==> src/rtl/rf_cpi_sched.sv <==
// rtl/rf_cpi_sched.sv - CPI timing and frequency-hop sequencer for the RF control path
module rf_cpi_sched #(
  parameter int FREQ_W    = 16,
  parameter int TBL_DEPTH = 16,
  parameter int ADDR_W    = 4,
  parameter int CNT_W     = 24,
  parameter int PRE_LEAD  = 10,
  parameter int PULSE_W   = 4
) (
  input  logic                clk,
  input  logic                rst_n,
  input  logic                i_cfg_we,
  input  logic [ADDR_W-1:0]   i_cfg_addr,
  input  logic [FREQ_W-1:0]   i_cfg_data,
  input  logic [ADDR_W:0]     i_tbl_len,
  input  logic [CNT_W-1:0]    i_cpi_period,
  input  logic [CNT_W-1:0]    i_tx_len,
  input  logic                i_init,
  input  logic                i_stop,
  output logic [FREQ_W-1:0]   o_rf_freq,
  output logic                o_rf_freq_vld,
  output logic                o_pre_cpi,
  output logic                o_cpi,
  output logic                o_tx_over_flag,
  output logic                o_busy,
  output logic [15:0]         o_cpi_cnt,
  output logic                o_cfg_err
);

  typedef enum logic [1:0] {S_IDLE, S_START, S_RUN} state_t;

  localparam logic PULSE_OK = (PULSE_W <= PRE_LEAD);

  logic [FREQ_W-1:0] r_tbl [TBL_DEPTH];

  state_t            r_state, w_state;
  logic [CNT_W-1:0]  r_cnt, w_cnt;
  logic [ADDR_W-1:0] r_idx, w_idx;
  logic [ADDR_W:0]   r_len, w_len;
  logic [CNT_W-1:0]  r_period, w_period;
  logic [CNT_W-1:0]  r_tx, w_tx;
  logic              r_stop_pend, w_stop_pend;
  logic              r_cpi_seen, w_cpi_seen;
  logic [FREQ_W-1:0] r_freq, w_freq;
  logic              r_vld, w_vld;
  logic              r_pre, w_pre;
  logic              r_cpi, w_cpi;
  logic              r_txo, w_txo;
  logic              r_busy, w_busy;
  logic [15:0]       r_cpi_cnt, w_cpi_cnt;
  logic              r_err, w_err;

  logic              w_len_ok, w_tx_ok, w_p_ok, w_cfg_ok;
  logic [CNT_W-1:0]  w_pre_lo, w_pre_hi, w_cnt_nx;
  logic [ADDR_W-1:0] w_idx_nx;

  // Table has no reset: contents are undefined until written.
  always_ff @(posedge clk) begin
    if (i_cfg_we) r_tbl[i_cfg_addr] <= i_cfg_data;
  end

  assign w_len_ok = (i_tbl_len != '0) && (i_tbl_len <= (ADDR_W+1)'(TBL_DEPTH));
  assign w_tx_ok  = (i_tx_len >= CNT_W'(PULSE_W));
  assign w_p_ok   = ({2'b00, i_tx_len} + (CNT_W+2)'(PRE_LEAD + 2)) <= {2'b00, i_cpi_period};
  assign w_cfg_ok = w_len_ok && w_tx_ok && w_p_ok && PULSE_OK;

  assign w_pre_lo = r_period - CNT_W'(PRE_LEAD);
  assign w_pre_hi = w_pre_lo + CNT_W'(PULSE_W - 1);
  assign w_cnt_nx = (r_cnt == r_period - CNT_W'(1)) ? '0 : r_cnt + CNT_W'(1);
  assign w_idx_nx = ({1'b0, r_idx} == r_len - (ADDR_W+1)'(1)) ? '0 : r_idx + ADDR_W'(1);

  always_comb begin
    w_state     = r_state;
    w_cnt       = r_cnt;
    w_idx       = r_idx;
    w_len       = r_len;
    w_period    = r_period;
    w_tx        = r_tx;
    w_stop_pend = r_stop_pend;
    w_cpi_seen  = r_cpi_seen;
    w_freq      = r_freq;
    w_vld       = 1'b0;
    w_pre       = 1'b0;
    w_cpi       = 1'b0;
    w_txo       = 1'b0;
    w_busy      = (r_state != S_IDLE);
    w_cpi_cnt   = r_cpi_cnt;
    w_err       = r_err;

    case (r_state)
      S_IDLE: begin
        w_stop_pend = 1'b0;
        w_cpi_seen  = 1'b0;
        if (i_init && !i_stop) begin
          if (w_cfg_ok) begin
            w_state   = S_START;
            w_len     = i_tbl_len;
            w_period  = i_cpi_period;
            w_tx      = i_tx_len;
            w_idx     = '0;
            w_cnt     = i_cpi_period - CNT_W'(PRE_LEAD + 1);
            w_cpi_cnt = '0;
            w_err     = 1'b0;
          end else begin
            w_err = 1'b1;
          end
        end
      end

      S_START: begin
        if (i_stop) begin
          w_state = S_IDLE;
        end else begin
          w_freq  = r_tbl[0];
          w_vld   = 1'b1;
          w_cnt   = r_cnt + CNT_W'(1);
          w_state = S_RUN;
        end
      end

      S_RUN: begin
        // Before the first CPI edge a stop aborts at once; afterwards it waits for TX.
        if (i_stop && !r_cpi_seen) begin
          w_state = S_IDLE;
        end else begin
          w_cnt = w_cnt_nx;
          w_pre = (r_cnt >= w_pre_lo) && (r_cnt <= w_pre_hi);
          w_cpi = (r_cnt < CNT_W'(PULSE_W));
          if (r_cnt == '0) begin
            w_cpi_cnt  = r_cpi_cnt + 16'd1;
            w_cpi_seen = 1'b1;
          end
          if (i_stop) w_stop_pend = 1'b1;
          if (r_cnt == r_tx) begin
            w_txo = 1'b1;
            if (r_stop_pend) w_state = S_IDLE;
          end
          if (r_cnt == r_tx + CNT_W'(1)) begin
            w_idx  = w_idx_nx;
            w_freq = r_tbl[w_idx_nx];
            w_vld  = 1'b1;
          end
        end
      end

      default: w_state = S_IDLE;
    endcase
  end

  always_ff @(posedge clk or negedge rst_n) begin
    if (!rst_n) begin
      r_state     <= S_IDLE;
      r_cnt       <= '0;
      r_idx       <= '0;
      r_len       <= '0;
      r_period    <= '0;
      r_tx        <= '0;
      r_stop_pend <= 1'b0;
      r_cpi_seen  <= 1'b0;
      r_freq      <= '0;
      r_vld       <= 1'b0;
      r_pre       <= 1'b0;
      r_cpi       <= 1'b0;
      r_txo       <= 1'b0;
      r_busy      <= 1'b0;
      r_cpi_cnt   <= '0;
      r_err       <= 1'b0;
    end else begin
      r_state     <= w_state;
      r_cnt       <= w_cnt;
      r_idx       <= w_idx;
      r_len       <= w_len;
      r_period    <= w_period;
      r_tx        <= w_tx;
      r_stop_pend <= w_stop_pend;
      r_cpi_seen  <= w_cpi_seen;
      r_freq      <= w_freq;
      r_vld       <= w_vld;
      r_pre       <= w_pre;
      r_cpi       <= w_cpi;
      r_txo       <= w_txo;
      r_busy      <= w_busy;
      r_cpi_cnt   <= w_cpi_cnt;
      r_err       <= w_err;
    end
  end

  assign o_rf_freq      = r_freq;
  assign o_rf_freq_vld  = r_vld;
  assign o_pre_cpi      = r_pre;
  assign o_cpi          = r_cpi;
  assign o_tx_over_flag = r_txo;
  assign o_busy         = r_busy;
  assign o_cpi_cnt      = r_cpi_cnt;
  assign o_cfg_err      = r_err;

endmodule

==> config.mk <==
export PLATFORM = sky130hd
export DESIGN_NAME = rf_cpi_sched
export DESIGN_NICKNAME = d
export VERILOG_FILES = /design/src/rtl/rf_cpi_sched.sv
export SDC_FILE = /design/constraint.sdc
export NUM_CORES = 1
export LEC_CHECK = 0
export ABC_CLOCK_PERIOD_IN_PS = 3700
export BUFFER_PORTS_ARGS = -buffer_cell sky130_fd_sc_hd__buf_2
export CORE_MARGIN = 2
export CORE_UTILIZATION = 40
export DETAILED_ROUTE_END_ITERATION = 6
export GPL_TIMING_DRIVEN = 0
export SLEW_MARGIN = 20
export SYNTH_ARGS = -nofsm -noshare
export SYNTH_HDL_FRONTEND = slang
export SYNTH_SLANG_ARGS = --single-unit
==> constraint.sdc <==
create_clock -name clk -period 3.7 [get_ports clk]
set_clock_uncertainty 0.2 [all_clocks]
set_input_delay 0.74 -clock clk [delete_from_list [all_inputs] [get_ports clk]]
set_output_delay 0.74 -clock clk [all_outputs]
set_load 0.03 [all_outputs]
==> results by group <==
Outcome
  – Run status: finished with violations
  – Violated checks: negative setup slack

Final layout
  – Fraction of layout instances using a drive strength above 1: 0.294
  – N_diodes: 0
  – Final #Nets: 2501
  – Area added between synthesis and finish: 28.2%

Synth
  – Fraction of registers with async set/reset: 0.325
  – Post-Synth Simple-Gate Area: 0.182
  – Warning count from the yosys run: 0
  – Number of synthesized register bits: 379
  – Yosys cell types: 83
  – Syn Nets: 2234
  – Summed instance area of the synthesized netlist: 21900 um^2
  – Sequential element share of the synthesized area: 0.491
  – Post-Synthesis Mean Instance Area: 10.6 um^2
  – Top_reg_cell synth: sky130_fd_sc_hd__edfxtp_1
  – Largest family of logic cells by synthesized area: simple AND/OR/NAND/NOR gates
  – Area share of fa/ha/maj cells after synthesis: 0.0513
  – Complex-gate fraction of the synthesized area: 0.121
  – Post-synthesis cell count: 2066
  – Multiplexer share of the synthesized area: 0.0634
  – Synth Area in XOR/XNOR: 0.0582
  – EDFF count, synth: 256

Global routing
  – Overall fraction of global-route tracks in use: 0.252
  – Total gr overflow: 0
  – Largest net degree at the start of global routing: 68
  – Initial antenna violation count: 0
  – Via count of the first global-routing pass: 17700
  – Wire length of the first global-routing pass: 109000 um

Critical path
  – Reg-to-reg slack, setup: -0.18 ns
  – Required arrival time at the worst endpoint: 3.97 ns
  – Critical path launch point: i_tx_len[4]
  – Launching element type of the critical path: input port
  – CP max stage cell: sky130_fd_sc_hd__nor4_4
  – Timing endpoint of the critical path: r_tx[1]$_DFFE_PN0P_
  – Cell Chain, Critical Path: buf_8, and3_4, o21ai_4, nor3_4, buf_4, nand4_1, nor2_2, xor2_1, ha_1, nand3_4, nor4_4, o221a_2, nor3_4, o21a_4, buf_12, nand2_8, clkbuf_16, mux2_4
  – Worst setup path category: input port to flop
  – R2R Path Start: r_period[4]$_DFFE_PN0P_
  – Data arrival at the endpoint of the critical path: 4.19 ns
  – Cell count of the worst reg-to-reg path: 17
  – FF-to-FF End: o_pre_cpi$_DFF_PN0_
  – Cell mode on critical path: sky130_fd_sc_hd__nor3_4
  – Crit path capture type: flop
  – Slowest Stage Delay on Critical Path: 0.40 ns
  – Highest net fanout along the worst path: 6

Detailed routing
  – Post-detailed-route via-to-cell ratio: 5.94
  – Count of TritonRoute iterations in the first routing pass: 5
  – Wirelength per Cell: 23.9 um
  – DRT Wirelength: 73300 um
  – Detailed router's first-iteration violation count: 1533
  – DRC errors left: 0
  – Remaining antenna violation count after routing: 0
  – Number of vias in the routed layout: 18200

STA
  – FMAX: 255 MHz
  – Number of pins exceeding their max-slew limit in the final report: 0
  – Total Negative Setup Slacks: -13.42 ns
  – Tcrit/Tclk final: 1.06
  – Slew at the pin closest to its max-slew limit: 1.13 ns
  – RSZ-0062 raised after global routing: yes
  – Time the final worst path needs with I/O delays and setup: 3.92 ns
  – Post-route worst setup slack: -0.222 ns
  – Hold Vio Cnt, Final: 0
  – Max_slew headroom: 0.241
  – Setup-failing EPs final: 96

Floorplanning
  – Top Ports: 116
  – Effective utilization at floorplan: 0.406
  – Std-Cell Core Area: 54000 um^2
  – Count of standard-cell rows: 85
  – Width of the die: 238 um
  – Die ar.: 56700 um^2
  – Die Ht: 238 um

Placed design
  – Pre-CTS setup slack: -1.33 ns
  – Hpwl dp: 51900 um
  – Port-buffer cells: 114
  – Weighted congestion at the end of routability-driven global placement: 0.911

Clocking
  – Clock tree buffer depth: 3
  – Cts bufs inserted: 43
  – Clock Root Buffer: sky130_fd_sc_hd__clkbuf_16
  – TritonCTS clock tree: done
  – Number of sinks handled by clock tree synthesis: 379
  – Clock-pin slew of the registers on the worst-case setup and hold paths: 0.06 ns
  – Latest clock arrival within the worst-skew pair: 0.62 ns
  – H-tree depth reported by CTS: 2

Power and ir drop
  – Leakage power: 10.7 nW
  – Power per cell area: 744 nW/um^2
  – Max IR drop VDD: 0.421 mV

Hold path
  – Worst hold path type: input port to flop

Run
  – Number of max-cap violations: 0
## registers in the layout (all words and copies together), names as in the netlist
signal / count
r_tbl: 256
r_cnt: 24
r_period: 24
r_tx: 24
o_cpi_cnt: 16
o_rf_freq: 16
r_len: 5
r_idx: 4
r_state: 2
o_busy: 1
o_cfg_err: 1
o_cpi: 1
o_pre_cpi: 1
o_rf_freq_vld: 1
o_tx_over_flag: 1
r_cpi_seen: 1
r_stop_pend: 1
## cell type report
type | instances | area (um^2)
flip-flops and latches | 379 | 10800
repair buffers | 233 | 1940
fillers | 4720 | 25900
inverters | 55 | 231
clock inverters | 23 | 334
clock buffers | 56 | 1170
well taps | 696 | 871
multi-input cells | 1503 | 11900
plain buffers | 118 | 860
## power by group
group | internal, mW | leakage, nW | switching (mW)
Combinational | 4.51 | 6.14 | 5.66
Sequential | 5.21 | 3.81 | 0.979
Clock | 2.69 | 0.722 | 1.89
## worst max-delay path: cells and delay by family
| kind | cells | cell delay, ns |
|---|---|---|
| simple gates | 8 | 1.50 |
| compound gates | 3 | 0.62 |
| buf+inv | 4 | 0.57 |
| fa+ha+maj | 1 | 0.34 |
| mux | 1 | 0.30 |
| xor+xnor | 1 | 0.08 |
## how the worst min path moves through the flow
stage               depth (start not counted)                       end  slack, ns                startpoint
floorplan                                   0          o_busy$_DFF_PN0_       0.24                     rst_n
global placement                            1  o_rf_freq[8]$_DFFE_PN0P_       0.28  o_rf_freq[8]$_DFFE_PN0P_
detailed placement                          1  o_rf_freq[7]$_DFFE_PN0P_       0.29  o_rf_freq[7]$_DFFE_PN0P_
CTS                                         2       r_tx[4]$_DFFE_PN0P_       0.17               i_tx_len[4]
global route                                2       r_tx[4]$_DFFE_PN0P_       0.17               i_tx_len[4]
finish                                      2       r_tx[5]$_DFFE_PN0P_       0.18               i_tx_len[5]
## per-stage QoR
| stage | power (mW) | hold slack, ns | instances | area, um^2 | utilization |
|---|---|---|---|---|---|
| 2_1_floorplan | 12.0 | 0.244 | 2066 | 22600 | - |
| 3_3_place_gp | 14.4 | 0.284 | 2876 | 24000 | 0.445 |
| 3_5_place_dp | 14.5 | 0.291 | 2890 | 24300 | 0.449 |
| 4_1_cts | 20.1 | 0.168 | 3023 | 27100 | 0.501 |
| 5_1_grt | 22.0 | 0.171 | 3063 | 28100 | 0.521 |
| 6_report | 20.9 | 0.183 | 3063 | 28100 | 0.521 |
## repair_timing
item,4_1_cts,5_1_grt
hold buffers,1,0
pin swaps,45,65
endpoints found under the hold margin,66,0
gates cloned,5,10
resized for setup,167,180
setup endpoints to repair,117,116
setup buffers,55,36
## synth_stat cells (all sizes together), types with 22 or more instances
| cell | count | area [um^2] |
|---|---|---|
| a21oi | 79 | 395 |
| a31oi | 46 | 288 |
| and3 | 23 | 145 |
| buf | 25 | 130 |
| clkbuf | 105 | 394 |
| dfrtp | 123 | 3080 |
| edfxtp | 256 | 7690 |
| ha | 90 | 1130 |
| inv | 55 | 206 |
| mux2 | 90 | 1050 |
| mux2i | 34 | 340 |
| nand2 | 215 | 807 |
| nand2b | 25 | 156 |
| nand3 | 85 | 430 |
| nand3b | 22 | 165 |
| nand4 | 78 | 509 |
| nor2 | 117 | 439 |
| nor3 | 54 | 275 |
| nor4 | 43 | 318 |
| o21ai | 47 | 239 |
| o22ai | 22 | 138 |
| or3 | 24 | 150 |
| xnor2 | 89 | 780 |
| xor2 | 54 | 473 |
## logic make-up after synthesis
group | count (synthesis)
adder cells (fa/ha/maj) | 90
AO/OA/AOI/OAI | 379
XOR/XNOR | 144
buffers and inverters | 185
flip-flops | 379
multiplexers | 124
AND/OR/NAND/NOR | 765
## cells in the final DEF, fill, tap and decap left out, types with 39 or more instances in the layout
cell type,count
sky130_fd_sc_hd__edfxtp_1,256
sky130_fd_sc_hd__nor2_1,93
sky130_fd_sc_hd__o21ai_0,39
sky130_fd_sc_hd__xnor2_1,78
sky130_fd_sc_hd__dfrtp_1,105
sky130_fd_sc_hd__a21oi_1,73
sky130_fd_sc_hd__ha_1,86
sky130_fd_sc_hd__inv_1,51
sky130_fd_sc_hd__mux2_4,62
sky130_fd_sc_hd__buf_4,78
sky130_fd_sc_hd__a31oi_1,46
sky130_fd_sc_hd__nor3_1,40
sky130_fd_sc_hd__buf_2,115
sky130_fd_sc_hd__nand3_1,59
sky130_fd_sc_hd__clkbuf_16,58
sky130_fd_sc_hd__xor2_1,50
sky130_fd_sc_hd__nand2_1,197
sky130_fd_sc_hd__clkbuf_1,61
sky130_fd_sc_hd__nand4_1,76
## routing by layer
| layer | GRT usage | wire [um] | part of all wire | up-vias |
|---|---|---|---|---|
| li1 | - | - | - | 8335 |
| met1 | 0.328 | 30400 | 0.41 | 9099 |
| met2 | 0.429 | 36400 | 0.50 | 616 |
| met3 | 0.0340 | 4190 | 0.057 | 130 |
| met4 | 0.0890 | 2330 | 0.032 | 0 |
| met5 | 0 | 0 | 0 | - |
(Power assumes the default switching activity.)
